`src/rtl/vga_text_pipe_pkg.sv`:
```
// Shared text-mode VGA constants and attribute helpers.
// Geometry, attribute bit fields and the pixel colour rule.
package vga_text_pipe_pkg;

  localparam int H_VISIBLE = 640;
  localparam int V_VISIBLE = 480;
  localparam int CELL_W    = 8;
  localparam int CELL_H    = 16;
  localparam int TEXT_COLS = 80;
  localparam int TEXT_ROWS = 30;

  localparam int ATTR_FG_LO = 0;
  localparam int ATTR_FG_HI = 3;
  localparam int ATTR_BG_LO = 4;
  localparam int ATTR_BG_HI = 6;
  localparam int ATTR_BLINK = 7;

  typedef enum logic [2:0] {
    K_CAP  = 3'd2,
    K_FONT = 3'd6,
    K_LOAD = 3'd7
  } cell_phase_e;

  function automatic logic [3:0] cell_pix(
    input logic       px,
    input logic [7:0] attr,
    input logic       hide
  );
    if (px && !hide)
      return attr[ATTR_FG_HI:ATTR_FG_LO];
    return {1'b0, attr[ATTR_BG_HI:ATTR_BG_LO]};
  endfunction

endpackage

```
`src/rtl/vga_blink_gen.sv`:
```
// Frame counter and blink phase for text attributes.
// blink_on flips every BLINK_FRAMES frames.
module vga_blink_gen
  import vga_text_pipe_pkg::*;
#(
  parameter int BLINK_FRAMES = 32
) (
  input  logic clk,
  input  logic n_rst,
  input  logic frame_end,
  output logic blink_on
);

  localparam int CW = $clog2(BLINK_FRAMES);

  logic [CW-1:0] cnt;
  logic          wrap;

  assign wrap = (cnt == CW'(BLINK_FRAMES - 1));

  // Count frames; toggle the phase on counter wrap.
  always_ff @(posedge clk or negedge n_rst) begin
    if (!n_rst) begin
      cnt      <= '0;
      blink_on <= 1'b0;
    end else if (frame_end) begin
      cnt <= wrap ? '0 : cnt + CW'(1);
      if (wrap)
        blink_on <= ~blink_on;
    end
  end

endmodule

```
`src/rtl/vga_text_pipe.sv`:
```
// Text-mode read pipeline: RAM bytes -> font row -> IRGB.
// Eight-clock latency from cell start to first pixel.
module vga_text_pipe
  import vga_text_pipe_pkg::*;
#(
  parameter int BLINK_FRAMES = 32,
  parameter int H_TOTAL      = 800,
  parameter int V_TOTAL      = 525
) (
  input  logic        clk,
  input  logic        n_rst,
  input  logic [9:0]  hx,
  input  logic [9:0]  vy,
  input  logic        n_pixel_ena,
  output logic [11:0] vaddr,
  input  logic [7:0]  text_d,
  input  logic [7:0]  color_d,
  output logic [11:0] font_a,
  input  logic [7:0]  font_d,
  output logic [3:0]  irgb,
  output logic        blink_on
);

  logic [2:0] k;
  logic       cap;
  logic       fnt;
  logic       load;
  logic       frame_end;

  logic [7:0] attr;
  logic       cell_valid;
  logic [7:0] glyph;
  logic [7:0] shift;
  logic [7:0] out_attr;
  logic       out_valid;
  logic       out_hide;
  logic       hide_now;

  assign vaddr = {vy[8:4], hx[9:3]};
  assign k     = hx[2:0];

  assign frame_end = (hx == 10'(H_TOTAL - 1)) &&
                     (vy == 10'(V_TOTAL - 1));

  assign hide_now = attr[ATTR_BLINK] & blink_on;

  // Decode the per-cell phase from the low column bits.
  always_comb begin
    cap  = 1'b0;
    fnt  = 1'b0;
    load = 1'b0;
    unique case (1'b1)
      (k == K_CAP):  cap  = 1'b1;
      (k == K_FONT): fnt  = 1'b1;
      (k == K_LOAD): load = 1'b1;
      default: ;
    endcase
  end

  // Capture RAM bytes and issue the font ROM address.
  always_ff @(posedge clk or negedge n_rst) begin
    if (!n_rst) begin
      attr       <= '0;
      cell_valid <= 1'b0;
      font_a     <= '0;
    end else if (cap) begin
      attr       <= color_d;
      cell_valid <= ~n_pixel_ena;
      font_a     <= {text_d, vy[3:0]};
    end
  end

  // Capture the glyph row returned by the font ROM.
  always_ff @(posedge clk or negedge n_rst) begin
    if (!n_rst)
      glyph <= '0;
    else if (fnt)
      glyph <= font_d;
  end

  // Load the output stage and serialize; MSB goes out on load.
  always_ff @(posedge clk or negedge n_rst) begin
    if (!n_rst) begin
      shift     <= '0;
      out_attr  <= '0;
      out_valid <= 1'b0;
      out_hide  <= 1'b0;
      irgb      <= '0;
    end else if (load) begin
      shift     <= {glyph[6:0], 1'b0};
      out_attr  <= attr;
      out_valid <= cell_valid;
      out_hide  <= hide_now;
      irgb      <= cell_valid ?
                   cell_pix(glyph[7], attr, hide_now) : 4'd0;
    end else begin
      shift <= {shift[6:0], 1'b0};
      irgb  <= out_valid ?
               cell_pix(shift[7], out_attr, out_hide) : 4'd0;
    end
  end

  vga_blink_gen #(
    .BLINK_FRAMES(BLINK_FRAMES)
  ) u_blink (
    .clk      (clk),
    .n_rst    (n_rst),
    .frame_end(frame_end),
    .blink_on (blink_on)
  );

endmodule

```
`config.mk`:
```
export PLATFORM = sky130hd
export DESIGN_NAME = vga_text_pipe
export DESIGN_NICKNAME = d
export VERILOG_FILES = /design/src/rtl/vga_text_pipe_pkg.sv /design/src/rtl/vga_blink_gen.sv /design/src/rtl/vga_text_pipe.sv
export SDC_FILE = /design/constraint.sdc
export NUM_CORES = 1
export LEC_CHECK = 0
export ABC_AREA = 1
export BUFFER_PORTS_ARGS = -buffer_cell sky130_fd_sc_hd__clkbuf_2
export CORE_ASPECT_RATIO = 1.75
export CORE_UTILIZATION = 55
export DETAILED_ROUTE_END_ITERATION = 8
export PLACE_DENSITY = 0.85
export SYNTH_ARGS = -nofsm -noshare
export SYNTH_HDL_FRONTEND = slang
export SYNTH_SLANG_ARGS = --single-unit
```
`constraint.sdc`:
```
create_clock -name clk -period 2.1 [get_ports clk]
set_input_delay 0.315 -clock clk [delete_from_list [all_inputs] [get_ports clk]]
set_output_delay 0.315 -clock clk [all_outputs]
set_load 0.02 [all_outputs]
```
Yosys cells after proc, flatten, opt, wreduce, memory -nomap -nowiden --
Cells that the tools add are included.
Word-level totals: flip-flop bits (word level) 56, latch bits 0, memory bits (writable) 0, ROM bits 0, output and inout port bits 29, memories 0
Operators by class: add/subtract/negate cells 1, $mul 0, div/mod/pow operators 0, magnitude comparators 0, equal/unequal tests 6, shift-type cells 0, muxes and demuxes 16, bitwise gates (word level) 3, reduce and logical (&&, ||, !) cells 6
Operator list (number):
- 2-to-1 mux 4 bit | 7
- == test 10 bit, second input constant | 2
- 2-to-1 mux 8 bit | 1
- 2-to-1 mux 1 bit | 7
- == test 3 bit, second input constant | 2
- adder 5 x 1 -> 5 bit, second input constant | 1
- == test 5 bit, second input constant | 1
- 2-to-1 mux 5 bit | 1
- == test 3 x 2 -> 1 bit, second input constant | 1
- logical AND 1 bit | 3
- zero test 1 bit | 2
- NOT 1 bit | 2
- AND reduction 2 bit | 1
- bitwise AND 1 bit | 1

Longest topological paths before layout --
word-level depth 8, depth in mapped cells 8, mapped depth without buffers 8

By module --
From an unflattened synthesis, not the netlist that was laid out.
Unflattened totals: cells, all modules 278, area total of the unflattened synthesis 2497.4 um2
Modules (own cells, without submodules):
- vga_text_pipe | times used 1, cells an instance 250, area an instance 2213.4 um2
- vga_blink_gen | times used 1, cells an instance 28, area an instance 284.0 um2

Least setup slack after synthesis --
No wires, ideal clock.
path type reg-to-reg, start register u_blink.cnt[0], end register u_blink.blink_on, data arrival time 1.124 ns, required time 1.983 ns, slack 0.859 ns, cell stages (with the launch flop) 8, path buffers 0, clock period less this slack 1.241 ns, cell sequence dfrtp_1 ha_1 inv_1 nor3_1 ha_1 nand3_1 nand2_1 nand2_1
On the way: cells in the longest elaborated chain, start to end 2
Ends and longest elaborated chain:
- from (decl) | line vga_blink_gen.sv:16 | logic [CW-1:0] cnt;
- from (signal assigned) | line vga_blink_gen.sv:27 | cnt <= wrap ? '0 : cnt + CW'(1);
- == test 5 bit | line vga_blink_gen.sv:19 | assign wrap = (cnt == CW'(BLINK_FRAMES - 1));
- AND reduction 2 bit (no line)
- to (signal assigned) | line vga_blink_gen.sv:29 | blink_on <= ~blink_on;
- to (decl) | line vga_blink_gen.sv:11 | output logic blink_on
No other way between the ends. A chain may end at the register's enable or synchronous reset.

Final worst setup path --
Same ends and word-level chain as after synthesis.

==> results.json <==
{
  "hold_class": "in2async",
  "critPathCaptureType": "flop",
  "reg2reg_slack_ns": 0.62,
  "maxSlewHeadroom_pct": 55.9,
  "synth_cells": 259,
  "nFillCells": 341,
  "yosysWarnings": 0,
  "hold_viol": 0,
  "crit_arrival_ns": 1.68,
  "met3_length_um": 220,
  "start_kind": "flop",
  "area_growth_pct": 17.4,
  "p_leak_nw": 1.61,
  "initial_utilization_pct": 57.7,
  "clk_pin_slew_ns": 0.09,
  "cts_setup_buffers": 0,
  "dp_hpwl_um": 3890,
  "cts_made_buffers": 5,
  "r2r-end": "u_blink.blink_on",
  "clk_path_buf_depth": 2,
  "seq_area_frac_synth_pct": 54.2,
  "post_synth_instance_area_um2": 2540,
  "fin_crit_ns": 1.48,
  "critPathKind": "reg2reg",
  "required_ns": 2.30,
  "syn-num-nets": 308,
  "ctsResizeCount": 0,
  "cts_tree": "done",
  "p_per_area_nw_per_um2": 815,
  "grt_overflow_total": 0,
  "crit_fanout": 5,
  "final_core_util_pct": 67.8,
  "multi_input_area_um2": 963,
  "peakVddDrop_mv": 0.565,
  "dr.first_iter.drc_count": 48,
  "wirelength_um": 5020,
  "routed-wl-met2_um": 2820,
  "drive_above_1_share_pct": 35.7,
  "coreArea_um2": 4400,
  "die_h_um": 91.9,
  "via_per_inst": 5.17,
  "fp.dieW_um": 53.4,
  "outcome": "finished clean",
  "grt_pass1_vias": 1978,
  "fin_setup_tns_ns": 0,
  "cts-root-buf": "clkbuf_8",
  "antenna_left": 0,
  "fmax_ghz": 0.676,
  "place_congestion": 0.847,
  "pin_count": 76,
  "wl_per_cell_um": 13.2,
  "grt_max_degree": 56,
  "fin_nets": 376,
  "grt_first_pass_wirelength_um": 8690,
  "setup_violations": 0,
  "antenna_found_initial": 0,
  "cap_violations": 0,
  "vias": 1958,
  "final_cell_mix": "nand2_1, clkbuf_2, dfrtp_1, nor2_1, inv_1",
  "r2r_cells": 7,
  "syn_avg_cell_area_um2": 9.81,
  "r2r-start": "u_blink.cnt[0]",
  "ff_latch_area_um2": 1380,
  "worst_slew_pin_slew_ns": 0.662,
  "synth-seq-cells": 55,
  "diodes": 0,
  "rsz0062_at_grt": "no",
  "rows": 32,
  "slew_violations": 0,
  "fin_skew_ns": 0.00489,
  "clock-sinks": 55,
  "io_buffers": 75,
  "grt_use_total_pct": 24.3,
  "ys_types": 29,
  "drt-met1-wl_um": 1840,
  "timing.final.crit_share_pct": 70.4,
  "highest_layer": "met4",
  "fp.dieArea_um2": 4910,
  "clk_latency_ns": 0.31,
  "drt-pass1-iter-count": 4,
  "drc": 0,
  "htreeDepth": 2,
  "cts_hold_buf": 0
}
-- metal layers --
layer	vias up	GRT usage [%]
li1	952	-
met1	925	28.6
met2	69	40.9
met3	12	4.48
met4	0	11.4
met5	-	0
-- report_power, final --
group	internal, mW	total (mW)	switching, mW
logic	0.215	0.493	0.277
clock network	0.300	0.634	0.334
registers	1.22	1.30	0.0852
-- flip-flops by register name, summed over array words and instances (netlist names) --
| signal | flops |
|---|---|
| font_a | 12 |
| shift | 7 |
| out_valid | 1 |
| out_hide | 1 |
| glyph | 8 |
| irgb | 4 |
| out_attr | 7 |
| cell_valid | 1 |
| u_blink.blink_on | 1 |
| attr | 8 |
| u_blink.cnt | 5 |
-- cell type report --
class,count,share of cell area (%)
clock buffers,7,3.23
clock inverters,1,0.252
inverters,21,2.64
multi-input cells,166,32.3
flip-flops and latches,55,46.1
well taps,51,2.14
repair buffers,78,13.3
-- critical path, cell delays in order, from the launching register on --
cell,delay (ns)
dfrtp_1,0.45
ha_1,0.20
inv_1,0.06
nor3_1,0.16
ha_1,0.30
nand3_1,0.10
nand2_1,0.07
nand2_1,0.04
-- how the worst max path moves through the flow --
stage              startpoint                to  slack [ns]  cells past startpoint
5_1_grt        u_blink.cnt[0]  u_blink.blink_on        0.49                      7
2_1_floorplan  u_blink.cnt[0]  u_blink.blink_on        0.86                      7
3_5_place_dp            hx[1]           irgb[1]        0.50                      5
3_3_place_gp            hx[1]           irgb[0]        0.61                      5
6_report       u_blink.cnt[0]  u_blink.blink_on        0.62                      7
4_1_cts        u_blink.cnt[0]  u_blink.blink_on        0.62                      7
-- metrics by stage --
stage	power (mW)	cells	hold WS [ns]	cell area [µm²]	setup slack (ns)
floorplan	1.63	259	0.0194	2540	0.859
global placement	1.80	371	0.432	2880	0.615
detailed placement	1.82	371	0.443	2880	0.503
CTS	2.45	379	0.142	2980	0.620
global route	2.56	379	0.168	2980	0.491
finish	2.43	379	0.108	2980	0.621
-- cells by family (layout without fill, tap and decap cells) --
kind of cell	after synthesis	after routing	synth area share [%]
adder cells (fa/ha/maj)	2	2	0.985
AND/OR/NAND/NOR	121	121	20.5
flip-flops	55	55	54.2
buffers and inverters	38	107	7.93
multiplexers	23	23	11.7
AO/OA/AOI/OAI	20	20	4.73
-- cells in the mapped netlist (all sizes together) --
master / number / area, µm²
clkbuf: 1 / 3.75
dfrtp: 55 / 1380
nor3: 2 / 10.0
ha: 2 / 25.0
mux2: 23 / 297
nor2: 28 / 115
nand2: 76 / 288
o31ai: 3 / 27.5
inv: 21 / 78.8
nand4: 3 / 18.8
o21bai: 1 / 7.51
and2: 1 / 6.26
o211ai: 2 / 15.0
o21ai: 7 / 35.0
nand3: 8 / 57.6
nand3b: 3 / 26.3
buf: 16 / 119
a21oi: 7 / 35.0
Note: power is estimated with default switching activity, not from simulation.
